File: src/rtl/bist_ctrl_if.sv
// Signal bundle between the BIST sequencer, its functional driver and the sync-detector CUT.
interface bist_ctrl_if;
  logic       bist_start;
  logic       in_k;
  logic       in_j;
  logic       in_en;
  logic       cut_k;
  logic       cut_j;
  logic       cut_en;
  logic       cut_init;
  logic       cut_synced_d;
  logic       cut_sync_err_d;
  logic       bist_busy;
  logic       bist_end;
  logic       pass_fail;
  logic [2:0] state_dbg;

  // Start/end handshake: a rising edge of bist_start in IDLE or DONE launches a run;
  // bist_busy stays high until bist_end rises, and pass_fail is valid only while bist_end=1.
  modport slave (
    input  bist_start, in_k, in_j, in_en, cut_synced_d, cut_sync_err_d,
    output cut_k, cut_j, cut_en, cut_init, bist_busy, bist_end, pass_fail, state_dbg
  );

  modport master (
    output bist_start, in_k, in_j, in_en, cut_synced_d, cut_sync_err_d,
    input  cut_k, cut_j, cut_en, cut_init, bist_busy, bist_end, pass_fail, state_dbg
  );
endinterface

File: src/rtl/bist_ctrl.sv
// BIST sequencer: takes over the sync-detector CUT inputs, drives LFSR patterns,
// compacts the responses in a MISR and compares the result against a golden signature.
module bist_ctrl #(
  parameter int         N_PATTERNS = 1000,
  parameter int         RESP_LAT   = 1,
  parameter logic [7:0] LFSR_SEED  = 8'h01,
  parameter logic [7:0] MISR_SEED  = 8'h00,
  parameter logic [7:0] GOLDEN_SIG = 8'h00
) (
  input logic        clk,
  input logic        rst_n,
  bist_ctrl_if.slave bus
);

  localparam int CNT_W = $clog2(N_PATTERNS + RESP_LAT + 1);
  localparam logic [CNT_W-1:0] RUN_LAST   = CNT_W'(N_PATTERNS - 1);
  localparam logic [CNT_W-1:0] FLUSH_LAST = CNT_W'((RESP_LAT > 0) ? RESP_LAT - 1 : 0);

  typedef enum logic [2:0] {
    S_IDLE    = 3'd0,
    S_INIT    = 3'd1,
    S_RUN     = 3'd2,
    S_FLUSH   = 3'd3,
    S_COMPARE = 3'd4,
    S_DONE    = 3'd5
  } state_t;

  state_t           state;
  state_t           state_d;
  logic             start_q;
  logic             armed;
  logic             go;
  logic [7:0]       lfsr;
  logic [7:0]       misr;
  logic [7:0]       lfsr_next;
  logic [7:0]       misr_next;
  logic [CNT_W-1:0] cnt;
  logic             pass_q;

  // armed stays low until bist_start has been seen low, so a start held across reset is not an edge.
  assign go        = bus.bist_start & ~start_q & armed;
  assign lfsr_next = {lfsr[6:0], lfsr[7] ^ lfsr[5] ^ lfsr[4] ^ lfsr[3]};
  assign misr_next = {misr[6:0], misr[7] ^ misr[5] ^ misr[4] ^ misr[3]}
                     ^ {6'b0, bus.cut_sync_err_d, bus.cut_synced_d};

  always_ff @(posedge clk or negedge rst_n) begin
    if (!rst_n) begin
      state   <= S_IDLE;
      start_q <= 1'b0;
      armed   <= 1'b0;
    end else begin
      state   <= state_d;
      start_q <= bus.bist_start;
      if (!bus.bist_start) armed <= 1'b1;
    end
  end

  always_comb begin
    state_d       = state;
    bus.cut_k     = bus.in_k;
    bus.cut_j     = bus.in_j;
    bus.cut_en    = bus.in_en;
    bus.cut_init  = 1'b0;
    bus.bist_busy = 1'b0;
    bus.bist_end  = 1'b0;
    bus.pass_fail = pass_q;
    bus.state_dbg = state;
    case (state)
      S_IDLE: begin
        if (go) state_d = S_INIT;
      end
      S_INIT: begin
        bus.cut_init  = 1'b1;
        bus.bist_busy = 1'b1;
        {bus.cut_k, bus.cut_j, bus.cut_en} = 3'b000;
        state_d = S_RUN;
      end
      S_RUN: begin
        bus.bist_busy = 1'b1;
        {bus.cut_k, bus.cut_j, bus.cut_en} = lfsr[2:0];
        if (cnt == RUN_LAST) state_d = (RESP_LAT == 0) ? S_COMPARE : S_FLUSH;
      end
      S_FLUSH: begin
        bus.bist_busy = 1'b1;
        {bus.cut_k, bus.cut_j, bus.cut_en} = 3'b000;
        if (cnt == FLUSH_LAST) state_d = S_COMPARE;
      end
      S_COMPARE: begin
        bus.bist_busy = 1'b1;
        {bus.cut_k, bus.cut_j, bus.cut_en} = 3'b000;
        state_d = S_DONE;
      end
      S_DONE: begin
        bus.bist_end = 1'b1;
        if (go) state_d = S_INIT;
      end
      default: state_d = S_IDLE;
    endcase
  end

  always_ff @(posedge clk or negedge rst_n) begin
    if (!rst_n) begin
      lfsr   <= LFSR_SEED;
      misr   <= MISR_SEED;
      cnt    <= '0;
      pass_q <= 1'b0;
    end else begin
      if (state_d != state) begin
        cnt <= '0;
      end else if (state == S_RUN || state == S_FLUSH) begin
        cnt <= cnt + CNT_W'(1);
      end

      case (state)
        S_INIT: begin
          lfsr <= LFSR_SEED;
          misr <= MISR_SEED;
        end
        S_RUN: begin
          lfsr <= lfsr_next;
          misr <= misr_next;
        end
        S_FLUSH: misr <= misr_next;
        default: ;
      endcase

      // The edge that enters INIT drops the previous verdict together with bist_end.
      if (state_d == S_INIT) begin
        pass_q <= 1'b0;
      end else if (state == S_COMPARE) begin
        pass_q <= (misr == GOLDEN_SIG);
      end
    end
  end

endmodule
File: src/flat_wrapper.sv
// flat-port wrapper written by rule: the top's interface ports become plain ports
module bist_ctrl_flat 
#(
  parameter int         N_PATTERNS = 1000,
  parameter int         RESP_LAT   = 1,
  parameter logic [7:0] LFSR_SEED  = 8'h01,
  parameter logic [7:0] MISR_SEED  = 8'h00,
  parameter logic [7:0] GOLDEN_SIG = 8'h00
)
  (clk, rst_n, bus_bist_start, bus_in_k, bus_in_j, bus_in_en, bus_cut_synced_d, bus_cut_sync_err_d, bus_cut_k, bus_cut_j, bus_cut_en, bus_cut_init, bus_bist_busy, bus_bist_end, bus_pass_fail, bus_state_dbg);
  bist_ctrl_if bus_i ();
  input logic clk;
  input logic rst_n;
  input wire logic [$bits(bus_i.bist_start)-1:0] bus_bist_start;
  input wire logic [$bits(bus_i.in_k)-1:0] bus_in_k;
  input wire logic [$bits(bus_i.in_j)-1:0] bus_in_j;
  input wire logic [$bits(bus_i.in_en)-1:0] bus_in_en;
  input wire logic [$bits(bus_i.cut_synced_d)-1:0] bus_cut_synced_d;
  input wire logic [$bits(bus_i.cut_sync_err_d)-1:0] bus_cut_sync_err_d;
  output wire logic [$bits(bus_i.cut_k)-1:0] bus_cut_k;
  output wire logic [$bits(bus_i.cut_j)-1:0] bus_cut_j;
  output wire logic [$bits(bus_i.cut_en)-1:0] bus_cut_en;
  output wire logic [$bits(bus_i.cut_init)-1:0] bus_cut_init;
  output wire logic [$bits(bus_i.bist_busy)-1:0] bus_bist_busy;
  output wire logic [$bits(bus_i.bist_end)-1:0] bus_bist_end;
  output wire logic [$bits(bus_i.pass_fail)-1:0] bus_pass_fail;
  output wire logic [$bits(bus_i.state_dbg)-1:0] bus_state_dbg;
  assign bus_i.bist_start = bus_bist_start;
  assign bus_i.in_k = bus_in_k;
  assign bus_i.in_j = bus_in_j;
  assign bus_i.in_en = bus_in_en;
  assign bus_i.cut_synced_d = bus_cut_synced_d;
  assign bus_i.cut_sync_err_d = bus_cut_sync_err_d;
  assign bus_cut_k = bus_i.cut_k;
  assign bus_cut_j = bus_i.cut_j;
  assign bus_cut_en = bus_i.cut_en;
  assign bus_cut_init = bus_i.cut_init;
  assign bus_bist_busy = bus_i.bist_busy;
  assign bus_bist_end = bus_i.bist_end;
  assign bus_pass_fail = bus_i.pass_fail;
  assign bus_state_dbg = bus_i.state_dbg;
  bist_ctrl #(.N_PATTERNS(N_PATTERNS), .RESP_LAT(RESP_LAT), .LFSR_SEED(LFSR_SEED), .MISR_SEED(MISR_SEED), .GOLDEN_SIG(GOLDEN_SIG)) u_core (.clk(clk), .rst_n(rst_n), .bus(bus_i));
endmodule
File: config.mk
export PLATFORM = sky130hd
export DESIGN_NAME = bist_ctrl_flat
export DESIGN_NICKNAME = d
export VERILOG_FILES = /design/src/rtl/bist_ctrl_if.sv /design/src/rtl/bist_ctrl.sv /design/src/flat_wrapper.sv
export SDC_FILE = /design/constraint.sdc
export NUM_CORES = 1
export LEC_CHECK = 0
export ABC_AREA = 0
export CAP_MARGIN = 5
export CORE_MARGIN = 2
export CORE_UTILIZATION = 39
export DETAILED_ROUTE_END_ITERATION = 7
export PLACE_DENSITY = 0.69
export SLEW_MARGIN = 20
export SYNTH_ARGS = -nofsm -noshare
export SYNTH_HDL_FRONTEND = slang
export SYNTH_SLANG_ARGS = --single-unit
File: constraint.sdc
create_clock -name clk -period 1.7 [get_ports clk]
set_clock_uncertainty 0.15 [all_clocks]
set_input_delay 0.34 -clock clk [delete_from_list [all_inputs] [get_ports clk]]
set_output_delay 0.34 -clock clk [all_outputs]
set_load 0.01 [all_outputs]
==> flow_metrics.env <==
export IMPL_status="finished, violations left"
export IMPL_violations="setup timing"
export IMPL_cts_clk_slew_worst_paths_ns=0.07
export IMPL_grt_setup_unrepaired="yes"
export IMPL_timing_fmax_mhz=550
export IMPL_synth_cell_types=43
export IMPL_synthToLayoutAreaGrowth_pct=50.5
export IMPL_vdd_drop_max_uv=956
export IMPL_cts_buffers=5
export IMPL_placed_area_um2=2220
export IMPL_slowest_stage="dfrtp_2"
export IMPL_grt_ovfl_total=0
export IMPL_clk_latency_ns=0.28
export IMPL_route_detailed_drc=0
export IMPL_layout_commonest_cell="buf_4"
export IMPL_r2r_start="u_core.bus.state_dbg[1]"
export IMPL_antenna_found_initial=0
export IMPL_drt_antenna_violating_nets=0
export IMPL_htreeDepth=2
export IMPL_use_met2_pct=27.4
export IMPL_core_area_um2=4350
export IMPL_start_kind="flop"
export IMPL_arrival_ns=1.33
export IMPL_crit_required_ns=1.21
export IMPL_detail_route_vias_per_cell=5.53
export IMPL_die_x_um=71.0
export IMPL_worstMarginPinSlew_ns=0.292
export IMPL_maxCapViolCount=0
export IMPL_grt_pass1_vias=1565
export IMPL_syn_nets=183
export IMPL_grt_pass1_wl_mm=7.22
export IMPL_drt_iter0_markers=128
export IMPL_crit_path_end_kind="output port"
export IMPL_dp_hpwl_mm=2.57
export IMPL_use_met1_pct=24.8
export IMPL_grt_use_met3_pct=3.70
export IMPL_dieHeight_um=71.0
export IMPL_path_cells="nor2_4 > xnor2_2 > a22o_1 > buf_2"
export IMPL_reg2reg_slack_ns=-0.03
export IMPL_critPathTopFamily="flip-flops"
export IMPL_max_slew_margin_pct=80.5
export IMPL_finalHoldViolations=0
export IMPL_grt_busiest_layer="met2"
export IMPL_diodes=0
export IMPL_r2r_end="u_core.cnt[2]"
export IMPL_power_density_nw_per_um2=1730
export IMPL_grt_max_degree=33
export IMPL_port_buffers=17
export IMPL_first_pass_iters=4
export IMPL_grtUsageTotal_pct=18.4
export IMPL_yosysWarnings=0
export IMPL_synth_area_um2=1750
export IMPL_drt_total_wl_mm=4.47
export IMPL_syn_instance_count=173
export IMPL_path_class="reg -> out"
export IMPL_fin_util_pct=60.6
export IMPL_start_util_pct=40.3
export IMPL_finalWorstSetupSlack_ns=-0.117
export IMPL_row_count=24
export IMPL_crit_buf_inv=1
export IMPL_drv_slew=0
export IMPL_mostFrequentLayoutCells="buf_4, dfrtp_1, xnor2_1"
export IMPL_leakagePower_nw=1.14
export IMPL_drive_gt1_share_pct=43.3
export IMPL_place_congestion=0.876
export IMPL_r2r_cells=7
export IMPL_fin_nets=242
export IMPL_max_stage_delay_ns=0.45
export IMPL_cts_root_buf="clkbuf_8"
export IMPL_ios=18
export IMPL_p_total_w=0.00456
export IMPL_vias=1575
export IMPL_cts_tree="built"
export IMPL_wl_per_cell_um=15.7
export IMPL_postSynthAreaPerCell_um2=10.1
export IMPL_cts_max_path_buffers=2
export IMPL_min_period_ns=1.82
export IMPL_period_share_pct=107
export IMPL_fin_area_um2=2640
export IMPL_setup_viol=15
export IMPL_num_fill_cells=341
export IMPL_cp_max_fo=4
export IMPL_clock_sinks=32
export IMPL_hold_buffers=0
export IMPL_ys_seq_area_share_pct=45.8
export IMPL_ys_seq_elements=32
export IMPL_hp_class="in -> async"
export IMPL_die_area_um2=5050
==> where the power goes <==
part	internal (W)	switching [W]	leakage (nW)	total (W)
logic	0.00142	0.00127	0.671	0.00269
registers	0.000998	0.000233	0.420	0.00123
clock network	0.000369	0.000271	0.0515	0.000640
total	0.00279	0.00177	1.14	0.00456
==> cell usage after synthesis (all sizes together) <==
cell type  number  area (um^2)
and2            1         6.26
dfstp           1         26.3
nand3           3         20.0
nand2          11         41.3
and3            2         12.5
o21ai          13         68.8
a21o            1         7.51
nand2b          1         6.26
nand4b          1         15.0
inv             5         18.8
a21oi          10         50.1
a31oi           2         27.5
or2             1         6.26
buf             7         40.0
clkbuf          3         11.3
nand4           6         37.5
and3b           1         8.76
a211oi         10         75.1
nor3b           2         20.0
xor2            5         43.8
nor2            7         26.3
maj3            1         10.0
o21a            1         7.51
nand3b          1         7.51
and4b           1         10.0
o41ai           1         8.76
nor4            2         27.5
dfrtp          31          776
nor3            5         30.0
xnor2          13          114
a22o           11         96.3
ha              2         25.0
o2bb2ai         1         8.76
nor2b          10         62.6
==> metrics by stage <==
step | hold slack [ns] | TNS [ns] | setup WS [ns] | std cells
4_1_cts | 0.266 | -0.618 | -0.122 | 280
5_1_grt | 0.301 | -1.68 | -0.171 | 285
3_3_place_gp | 0.321 | -3.20 | -0.227 | 267
6_report | 0.268 | -0.642 | -0.117 | 285
3_5_place_dp | 0.327 | -3.71 | -0.257 | 267
2_1_floorplan | -0.106 | 0 | 0.0796 | 173
==> logic make-up (layout without fill, tap and decap cells) <==
group | count (synthesis) | in the layout | synth area share, %
DFF | 32 | 32 | 45.8
buffers and inverters | 15 | 74 | 4.00
xor gates and xnor gates | 18 | 18 | 8.99
and+or+nand+nor | 55 | 55 | 19.3
adders and majority gates | 3 | 3 | 2.00
AOI/OAI and AO/OA | 50 | 51 | 20.0
==> worst max path at each step <==
stage | cells after the start | slack, ns | to | from
after floorplan | 6 | 0.08 | u_core.cnt[0] | u_core.cnt[0]
after global placement | 3 | -0.23 | bus_cut_j | bus_in_j
after detailed placement | 4 | -0.26 | bus_cut_k | u_core.bus.state_dbg[2]
after CTS | 4 | -0.12 | bus_cut_k | u_core.bus.state_dbg[0]
after global routing | 5 | -0.17 | bus_bist_busy | u_core.bus.state_dbg[1]
final | 4 | -0.12 | bus_cut_k | u_core.bus.state_dbg[1]
==> registers in the layout, summed over array words and instances (netlist names) <==
name	count
u_core.armed	1
u_core.bus.pass_fail	1
u_core.bus.state_dbg	3
u_core.cnt	10
u_core.lfsr	8
u_core.misr	8
u_core.start_q	1
==> layout make-up <==
class | count | area, um^2 | area share, %
sequential | 32 | 805 | 30.5
timing repair buffer | 61 | 574 | 21.8
inverter | 5 | 18.8 | 0.711
clock buffer | 8 | 100 | 3.79
multi-input combinational | 127 | 1080 | 40.8
tap | 52 | 65.1 | 2.47
==> layer usage <==
metal  part of all wire [%]  up-vias  wire (um)
met2                     49       52       2190
met4                    2.4        0        106
met5                      0        -          0
met3                    5.3        9        239
met1                     43      761       1930
li1                       -      753          -
==> repair_timing <==
item                                    4_1_cts  5_1_grt
buffers inserted                              3        4
cloned                                        2        1
endpoints found under the hold margin         0        0
resized for setup                            67       22
pin swaps                                    10       14
endpoints found under the setup margin       26       26
No activity file was read; power rests on OpenSTA's default activity.
